[config.mk]
export PLATFORM = sky130hd
export DESIGN_NAME = gpi_edge
export DESIGN_NICKNAME = d
export VERILOG_FILES = /design/src/rtl/gpi_pkg.sv /design/src/rtl/gpi_debounce.sv /design/src/rtl/gpi_edge.sv
export SDC_FILE = /design/constraint.sdc
export NUM_CORES = 1
export LEC_CHECK = 0
export CORE_AREA = 2 2 122 124
export DETAILED_ROUTE_END_ITERATION = 16
export DIE_AREA = 0 0 124 126
export PLACE_DENSITY_LB_ADDON = 0.3
export SETUP_SLACK_MARGIN = 0.15
export SYNTH_ARGS = -nofsm -noshare
export SYNTH_HDL_FRONTEND = slang
export SYNTH_SLANG_ARGS = --single-unit
[constraint.sdc]
create_clock -name clk -period 1.8 [get_ports clk]
set_input_delay 0.18 -clock clk [delete_from_list [all_inputs] [get_ports clk]]
set_output_delay 0.18 -clock clk [all_outputs]
set_load 0.1 [all_outputs]
[src/rtl/gpi_pkg.sv]
`default_nettype none
// ============================================================================
//  Module      : gpi_pkg
//  Description : Shared constants for the GPI edge-capture slot: register
//                addresses within the slot and the per-bit edge-select
//                encoding.
//  Revision    : 1.0 - initial release
// ============================================================================
package gpi_pkg;

    // Register addresses within the slot (addr[4:0])
    localparam logic [4:0] GPI_STATE = 5'd0;
    localparam logic [4:0] GPI_CAP   = 5'd1;
    localparam logic [4:0] GPI_IEN   = 5'd2;
    localparam logic [4:0] GPI_EDGE  = 5'd3;

    // Per-bit edge select encoding held in the EDGE register
    localparam logic EDGE_RISE = 1'b0;
    localparam logic EDGE_FALL = 1'b1;

endpackage : gpi_pkg
`default_nettype wire

[src/rtl/gpi_debounce.sv]
`default_nettype none
// ============================================================================
//  Module      : gpi_debounce
//  Description : One input bit: 2-FF synchroniser, persistence counter that
//                only accepts a new level after DB_CYCLES consecutive cycles,
//                and a delayed copy of the accepted level for edge detection.
//  Revision    : 1.0 - initial release
// ============================================================================
module gpi_debounce
    import gpi_pkg::*;
#(
    parameter int DB_CYCLES = 16
) (
    input  logic clk,
    input  logic reset,      // asynchronous, active-low
    input  logic i_pin,
    output logic o_stable,
    output logic o_rise,
    output logic o_fall
);

    localparam int             c_CW       = $clog2(DB_CYCLES + 1);
    localparam logic [c_CW-1:0] c_CNT_LAST = c_CW'(DB_CYCLES - 1);

    logic            r_sync1;
    logic            r_sync2;
    logic            r_stable;
    logic            r_stable_d;
    logic [c_CW-1:0] r_cnt;

    // Two-stage synchroniser for the asynchronous pin
    always_ff @(posedge clk or negedge reset) begin
        if (!reset) begin
            r_sync1 <= 1'b0;
            r_sync2 <= 1'b0;
        end else begin
            r_sync1 <= i_pin;
            r_sync2 <= r_sync1;
        end
    end

    // Accept a new level only once it has differed for DB_CYCLES cycles;
    // any return to the accepted level restarts the count.
    always_ff @(posedge clk or negedge reset) begin
        if (!reset) begin
            r_cnt    <= '0;
            r_stable <= 1'b0;
        end else if (r_sync2 == r_stable) begin
            r_cnt <= '0;
        end else if (r_cnt == c_CNT_LAST) begin
            r_stable <= r_sync2;
            r_cnt    <= '0;
        end else begin
            r_cnt <= r_cnt + c_CW'(1);
        end
    end

    // Previous accepted level, used to form one-cycle edge pulses
    always_ff @(posedge clk or negedge reset) begin
        if (!reset) begin
            r_stable_d <= 1'b0;
        end else begin
            r_stable_d <= r_stable;
        end
    end

    assign o_stable = r_stable;
    assign o_rise   = r_stable & ~r_stable_d;
    assign o_fall   = ~r_stable & r_stable_d;

endmodule : gpi_debounce
`default_nettype wire

[src/rtl/gpi_edge.sv]
`default_nettype none
// ============================================================================
//  Module      : gpi_edge
//  Description : General-purpose input slot. Synchronises and debounces W
//                pins, captures selected edges into a sticky W1C register and
//                raises a level interrupt for any enabled captured edge.
//  Revision    : 1.0 - initial release
// ============================================================================
module gpi_edge
    import gpi_pkg::*;
#(
    parameter int W         = 8,
    parameter int DB_CYCLES = 16
) (
    input  logic         clk,
    input  logic         reset,      // asynchronous, active-low
    input  logic         cs,
    input  logic         read,
    input  logic         write,
    input  logic [4:0]   addr,
    input  logic [31:0]  wr_data,
    output logic [31:0]  rd_data,
    input  logic [W-1:0] data_in,
    output logic         irq
);

    logic [W-1:0] w_stable;
    logic [W-1:0] w_rise;
    logic [W-1:0] w_fall;
    logic [W-1:0] w_hit;

    logic [W-1:0] r_cap;
    logic [W-1:0] r_ien;
    logic [W-1:0] r_edge;
    logic         r_irq;

    logic [W-1:0] w_cap_next;
    logic [W-1:0] w_ien_next;
    logic         w_wr_cap;
    logic         w_wr_ien;
    logic         w_wr_edge;

    // Reads have no side effects, and only the low W write bits matter
    logic w_unused;
    assign w_unused = ^{read, wr_data};

    // One synchroniser/debouncer per pin; edge select picks the hit polarity
    for (genvar i = 0; i < W; i++) begin : g_bit
        gpi_debounce #(
            .DB_CYCLES (DB_CYCLES)
        ) u_db (
            .clk      (clk),
            .reset    (reset),
            .i_pin    (data_in[i]),
            .o_stable (w_stable[i]),
            .o_rise   (w_rise[i]),
            .o_fall   (w_fall[i])
        );
        assign w_hit[i] = (r_edge[i] == EDGE_FALL) ? w_fall[i] : w_rise[i];
    end

    assign w_wr_cap  = cs && write && (addr == GPI_CAP);
    assign w_wr_ien  = cs && write && (addr == GPI_IEN);
    assign w_wr_edge = cs && write && (addr == GPI_EDGE);

    // New hits are OR'd in after the clear so a coincident edge is never lost
    assign w_cap_next = (r_cap & ~(w_wr_cap ? wr_data[W-1:0] : '0)) | w_hit;
    assign w_ien_next = w_wr_ien ? wr_data[W-1:0] : r_ien;

    // Capture, enable and edge-select registers plus the registered irq
    always_ff @(posedge clk or negedge reset) begin
        if (!reset) begin
            r_cap  <= '0;
            r_ien  <= '0;
            r_edge <= '0;
            r_irq  <= 1'b0;
        end else begin
            r_cap <= w_cap_next;
            r_ien <= w_ien_next;
            r_irq <= |(w_cap_next & w_ien_next);
            if (w_wr_edge) begin
                r_edge <= wr_data[W-1:0];
            end
        end
    end

    // Combinational read mux; unmapped addresses read as zero
    always_comb begin
        rd_data = '0;
        case (addr)
            GPI_STATE: rd_data[W-1:0] = w_stable;
            GPI_CAP:   rd_data[W-1:0] = r_cap;
            GPI_IEN:   rd_data[W-1:0] = r_ien;
            GPI_EDGE:  rd_data[W-1:0] = r_edge;
            default:   rd_data = '0;
        endcase
    end

    assign irq = r_irq;

endmodule : gpi_edge
`default_nettype wire

==> results of run 1 <==
-- registers in the layout, summed over array words and instances (netlist names) --
signal	cells
g_bit.u_db.o_stable	8
g_bit.u_db.r_sync2	8
r_cap	8
g_bit.u_db.r_cnt	40
irq	1
g_bit.u_db.r_sync1	8
r_ien	8
r_edge	8
g_bit.u_db.r_stable_d	8
-- metrics by stage --
step	area, um2	setup WS (ns)
after floorplan	4350	0.155
final	5510	0.206
after detailed placement	5010	-0.450
after global placement	5010	-0.375
after CTS	5490	0.162
after global routing	5510	0.155
-- worst paths after layout --
kind,start,to,slack (ns)
setup reg to reg,g_bit[4].u_db.o_stable,irq,0.31
min in group asynchronous,reset,r_cap[3],0.37
setup / recovery,addr[1],irq,0.21
max in group asynchronous,reset,g_bit[2].u_db.r_cnt[3],0.81
hold reg to reg,g_bit[5].u_db.r_sync1,g_bit[5].u_db.r_sync2,0.35
hold / removal,addr[0],r_ien[6],0.27
-- layout by cell type (no fill, tap or decap), types with 8 or more instances in the layout --
master / instances
a22oi_2: 17
and2_1: 15
and3_1: 9
buf_12: 10
buf_4: 26
clkbuf_16: 9
clkdlybuf4s50_1: 16
conb_1: 24
dfrtp_1: 97
ha_1: 8
mux2_2: 20
nand2_1: 11
nand2_4: 8
nand3_1: 18
nand4_1: 9
nor2_1: 28
o21ai_0: 11
xor2_1: 24
-- timing repair --
| action | 4_1_cts | 5_1_grt |
|---|---|---|
| endpoints found under the hold margin | 39 | 0 |
| gates cloned | 0 | 0 |
| setup buffers | 2 | 0 |
| pin swaps | 19 | 4 |
| resized for setup | 48 | 6 |
| setup endpoints to repair | 17 | 9 |
| hold buffers | 1 | 0 |
-- cells by family after synthesis --
group / count (synthesis) / share of synthesized area, %
buffers and inverters: 32 / 5.16
adders and majority gates: 8 / 2.38
DFF: 97 / 57.8
muxes: 21 / 5.72
other: 1 / 0.0893
and+or+nand+nor: 124 / 16.2
AOI/OAI and AO/OA: 48 / 7.66
xor gates and xnor gates: 24 / 5.01
-- critical path: stages --
cell,delay [ns]
dlygate4sd2_1,0.26
or4_4,0.58
buf_4,0.17
o21ai_0,0.20
nand3_1,0.12
a22oi_1,0.17
nand4_1,0.11
-- metal layers --
metal	vias to the layer above	global-route usage (%)	routed length, um
met3	11	3.71	351
met1	1330	15.1	3680
met2	50	18.9	4130
li1	1335	-	-
met5	-	0	0
met4	0	3.30	119
-- cell type report --
class	instances	share of cell area [%]
clock buffers	11	4.59
clock inverters	5	1.54
inverters	4	0.272
multi-input cells	249	33.3
flip-flops and latches	97	44.0
well taps	184	4.18
repair buffers	63	12.0
-- where the power goes --
part | switching [mW] | internal [mW] | leakage (nW) | total (mW)
logic | 0.526 | 0.243 | 1.20 | 0.770
registers | 0.107 | 2.32 | 1.26 | 2.42
clock network | 0.796 | 1.30 | 0.162 | 2.10
total | 1.43 | 3.86 | 2.62 | 5.29
==> impl_metrics.tcl, run 1 <==
set metrics [dict create \
    gp_congestion 0.784 \
    wl_um 8280 \
    cp.arrival_ns 1.80 \
    core_area_um2 14300 \
    vias 2726 \
    r2r_cells 5 \
    synth_top_area_share_pct 57.8 \
    cp.required_ns 2.00 \
    synth.distinct_cells 42 \
    cellLeakagePower_nw 2.62 \
    clkSinkCount 97 \
    grt_max_degree 43 \
    hold_path_class "input pin to register" \
    finalMaxSlewViolations 0 \
    postSynth.asyncResetShare_pct 100 \
    fmax_mhz 627 \
    clk_pin_slew_worst_paths_ns 0.07 \
    total_power_mw 5.29 \
    first_global_vias 2865 \
    cts-root-buf "clkbuf_16" \
    fin_crit_sh_pct 88.5 \
    finalSetupViolCount 0 \
    yosysMostFrequentCell "dfrtp_1" \
    clock_skew_ns 0.00479 \
    synthesis.area_um2 4200 \
    power.density_nw_per_um2 960 \
    synthTopCellsByArea "dfrtp_1, mux2_2, xor2_1" \
    finalSetupTns_ns 0 \
    grt-ovfl-total 0 \
    synthTopCellsByCount "dfrtp_1, nor2_1, buf_4" \
    rsz0062_at_grt "no" \
    min_path_cells 4 \
    routedWlPerCell_um 13.5 \
    ff_latch_area_um2 2430 \
    finalCriticalPeriod_ns 1.59 \
    cap_violations 0 \
    via_per_inst 4.45 \
    ys_seq_area_share_pct 57.8 \
    start_util_pct 29.3 \
    cts_buffers 9 \
    tightestPinTransition_ns 0.545 \
    yosys_warnings 0 \
    drt_first_pass_iters 4 \
    hold_slack_ns 0.268 \
    fillerInstances 1378 \
    cts_tree "done" \
    synth-main-ff-cell "dfrtp_1" \
    maxSlewHeadroom_pct 63.7 \
    die_w_um 124 \
    crit_type "input pin to register" \
    num_rows 44 \
    clock_path_buffers 2 \
    layoutNonFillerInstCount 613 \
    post-route-drc-count 0 \
    critPathCaptureType "register" \
    multi_input_area_um2 1840 \
    hold_violations 0 \
    diodes 0 \
    grt_pass1_wl_um 14100 \
    die-area_um2 15600 \
    finish.utilization_pct 38.5 \
    chipHeight_um 126 \
    status "complete, no violations" \
    clk_latency_ns 0.33 \
    drive_gt1_share_pct 28.9 \
    cp-start-kind "input pin" \
    pin_count 83 \
    critPathMaxFanout 4 \
    synth_area_leader_cell "dfrtp_1" \
    drt-initial-drc-count 88 \
    antenna_found_initial 0 \
    dp_hpwl_um 6170 \
    portBuffers 33 \
    peakVddDrop_uv 637 \
    synth_cells 355 \
    areaGrowthSynthToFinish_pct 31.3 \
    antenna_left 0 \
    grtUsageTotal_pct 11.7 \
    dp.cells 594 \
    cts_max_level 3 \
    nets 482 \
    syn_avg_cell_area_um2 11.8 \
    synth-edff-count 0 \
    synth_seq_cells 97 \
]
No activity file was read; power rests on OpenSTA's default activity.
==> run 2, diff against run 1 <==
--- a/config.mk
+++ b/config.mk
@@ -5,11 +5,12 @@
 export SDC_FILE = /design/constraint.sdc
 export NUM_CORES = 1
 export LEC_CHECK = 0
-export CORE_AREA = 2 2 122 124
+export CORE_AREA = 2 2 123 125
 export DETAILED_ROUTE_END_ITERATION = 16
-export DIE_AREA = 0 0 124 126
+export DIE_AREA = 0 0 125 127
 export PLACE_DENSITY_LB_ADDON = 0.3
 export SETUP_SLACK_MARGIN = 0.15
 export SYNTH_ARGS = -nofsm -noshare
 export SYNTH_HDL_FRONTEND = slang
+export SYNTH_HIERARCHICAL = 1
 export SYNTH_SLANG_ARGS = --single-unit
==> impl_metrics.tcl, run 2 <==
set metrics [dict create \
    die-area_um2 15900 \
    clock_path_buffers 2 \
    cts_max_level 3 \
    synth-main-ff-cell "dfrtp_1" \
    critPathMaxFanout 4 \
    finalCriticalPeriod_ns 1.81 \
    grt_max_degree 64 \
    areaGrowthSynthToFinish_pct 35.3 \
    cp.required_ns 1.62 \
    clkSinkCount 97 \
    cp.arrival_ns 1.63 \
    power.density_nw_per_um2 924 \
    dp_hpwl_um 6270 \
    layoutNonFillerInstCount 648 \
    crit_type "input pin to primary output" \
    cp-start-kind "input pin" \
    post-route-drc-count 0 \
    dp.cells 622 \
    synth-edff-count 0 \
    synth_top_area_share_pct 56.5 \
    yosysMostFrequentCell "dfrtp_1" \
    synth_cells 369 \
    peakVddDrop_uv 459 \
    via_per_inst 4.55 \
    ff_latch_area_um2 2430 \
    rsz0062_at_grt "yes" \
    synth.distinct_cells 35 \
    drive_gt1_share_pct 30.2 \
    synth_seq_cells 97 \
    num_rows 44 \
    cts_buffers 9 \
    vias 2951 \
    antenna_found_initial 0 \
    chipHeight_um 127 \
    grt-ovfl-total 0 \
    place_worst_setup_slack_ns -0.603 \
    cap_violations 0 \
    drt-initial-drc-count 107 \
    synthesis.area_um2 4300 \
    reg2reg_to "irq" \
    final_cell_mix "dfrtp_1, buf_4, conb_1, xor2_1, nor2_1" \
    postSynth.asyncResetShare_pct 100 \
    clk_pin_slew_worst_paths_ns 0.06 \
    drt_first_pass_iters 4 \
    status "finished, violations left" \
    wl_um 8700 \
    clk_latency_ns 0.34 \
    core_area_um2 14400 \
    yosys_warnings 6 \
    largest_reg_flops 40 \
    grtUsageTotal_pct 11.4 \
    start_util_pct 29.8 \
    hold_violations 0 \
    clock_skew_ns 0.00895 \
    ys_seq_area_share_pct 56.5 \
    diodes 0 \
    routedWlPerCell_um 13.4 \
    syn_avg_cell_area_um2 11.6 \
    fillerInstances 1396 \
    fin_crit_sh_pct 100 \
    synthTopCellsByCount "dfrtp_1, nand2_1, nor2_1" \
    finalSetupViolCount 1 \
    first_global_vias 2968 \
    cellLeakagePower_nw 2.85 \
    finalMaxSlewViolations 0 \
    r2r-start "g_bit[3].u_db/o_stable" \
    r2r_cells 5 \
    critPathCaptureType "primary output" \
    final_common_cell "dfrtp_1" \
    hold_path_class "input pin to async pin" \
    nets 518 \
    multi_input_area_um2 1890 \
    violations "setup timing" \
    cts_tree "done" \
    grt_pass1_wl_um 14500 \
    top_register "g_bit.u_db/r_cnt" \
    fin_ws_ns -0.00657 \
    finish.utilization_pct 40.3 \
    antenna_left 0 \
    pin_count 83 \
    cts-root-buf "clkbuf_16" \
    fmax_mhz 554 \
    portBuffers 33 \
    synth_area_leader_cell "dfrtp_1" \
    gp_congestion 0.800 \
    synthTopCellsByArea "dfrtp_1, xor2_1, buf_4" \
    die_w_um 125 \
    r2r_setup_slack_ns 0.23 \
]
run 2: cell types whose count changed after synthesis, sizes merged, moves of 8 or more:
cell / change
mux2: -9
mux2i: +8
nor2: +8
nand2: +8
inv: +10
run 2: critical path, cell delays in order:
cell	delay (ns)
buf_6	0.09
or4b_4	0.56
buf_6	0.16
nor2_4	0.16
buf_6	0.14
a22oi_2	0.06
nand2_4	0.09
buf_12	0.17
run 2: per-stage QoR:
step | total power [mW] | TNS [ns] | hold slack, ns | area, um2
floorplan | 3.04 | -0.0366 | -0.116 | 4480
global placement | 3.26 | -11.02 | 0.0950 | 5240
detailed placement | 3.28 | -12.05 | 0.0988 | 5240
CTS | 5.43 | -0.0974 | 0.261 | 5730
global route | 5.61 | -0.304 | 0.267 | 5810
finish | 5.37 | -0.00657 | 0.269 | 5810
run 2: how the worst max path moves through the flow:
stage          slack [ns]  cells after the start          to     from
2_1_floorplan       -0.04                      6         irq  addr[3]
3_3_place_gp        -0.56                      8  rd_data[0]  addr[3]
3_5_place_dp        -0.60                      7         irq  addr[3]
4_1_cts             -0.02                      8  rd_data[0]  addr[4]
5_1_grt             -0.05                      8  rd_data[1]  addr[4]
6_report           -0.007                      8  rd_data[1]  addr[4]
run 2: cell type report:
class	instances	area share, %
Sequential cell	97	41.8
Multi-Input combinational cell	252	32.6
Timing Repair Buffer	85	15.1
Clock buffer	11	4.35
Tap cell	184	3.96
Clock inverter	4	1.31
Inverter	15	0.990
run 2: kinds of logic (layout without fill, tap and decap cells):
group | Yosys count | in the layout | share of synthesized area (%)
flip-flops | 97 | 97 | 56.5
XOR/XNOR | 24 | 24 | 4.89
other | 1 | 24 | 0.0873
AO/OA/AOI/OAI | 54 | 54 | 9.99
multiplexers | 20 | 20 | 5.01
adder cells (fa/ha/maj) | 8 | 8 | 2.33
AND/OR/NAND/NOR | 122 | 122 | 15.3
buffers and inverters | 43 | 115 | 5.88
run 2: per-layer routing:
layer | share of wire (%) | GRT usage (%) | vias up
met4 | 2.2 | 4.58 | 0
met3 | 5.2 | 2.76 | 12
li1 | - | - | 1402
met1 | 47 | 15.3 | 1458
met5 | 0 | 0 | -
met2 | 45 | 18.0 | 79
run 2: power breakdown:
| group | total [mW] | leakage [nW] | switching [mW] | internal [mW] |
|---|---|---|---|---|
| clock | 2.09 | 0.158 | 0.805 | 1.29 |
| combinational | 0.845 | 1.44 | 0.560 | 0.285 |
| sequential | 2.44 | 1.25 | 0.115 | 2.32 |
| total | 5.37 | 2.85 | 1.48 | 3.89 |
run 2: repair_timing:
item / in CTS / in global routing
gates resized for setup: 46 / 5
pin swaps: 9 / 6
setup endpoints to repair: 24 / 9
hold buffers: 1 / 0
gates cloned: 0 / 1
buffers inserted: 4 / 5
endpoints found under the hold margin: 21 / 0
==> run 3, diff against run 2 <==
--- a/config.mk
+++ b/config.mk
@@ -5,6 +5,7 @@
 export SDC_FILE = /design/constraint.sdc
 export NUM_CORES = 1
 export LEC_CHECK = 0
+export ABC_CLOCK_PERIOD_IN_PS = 1800
 export CORE_AREA = 2 2 123 125
 export DETAILED_ROUTE_END_ITERATION = 16
 export DIE_AREA = 0 0 125 127
==> results of run 3 <==
No change in the layout: final DEF, timing and power equal those of run 2.
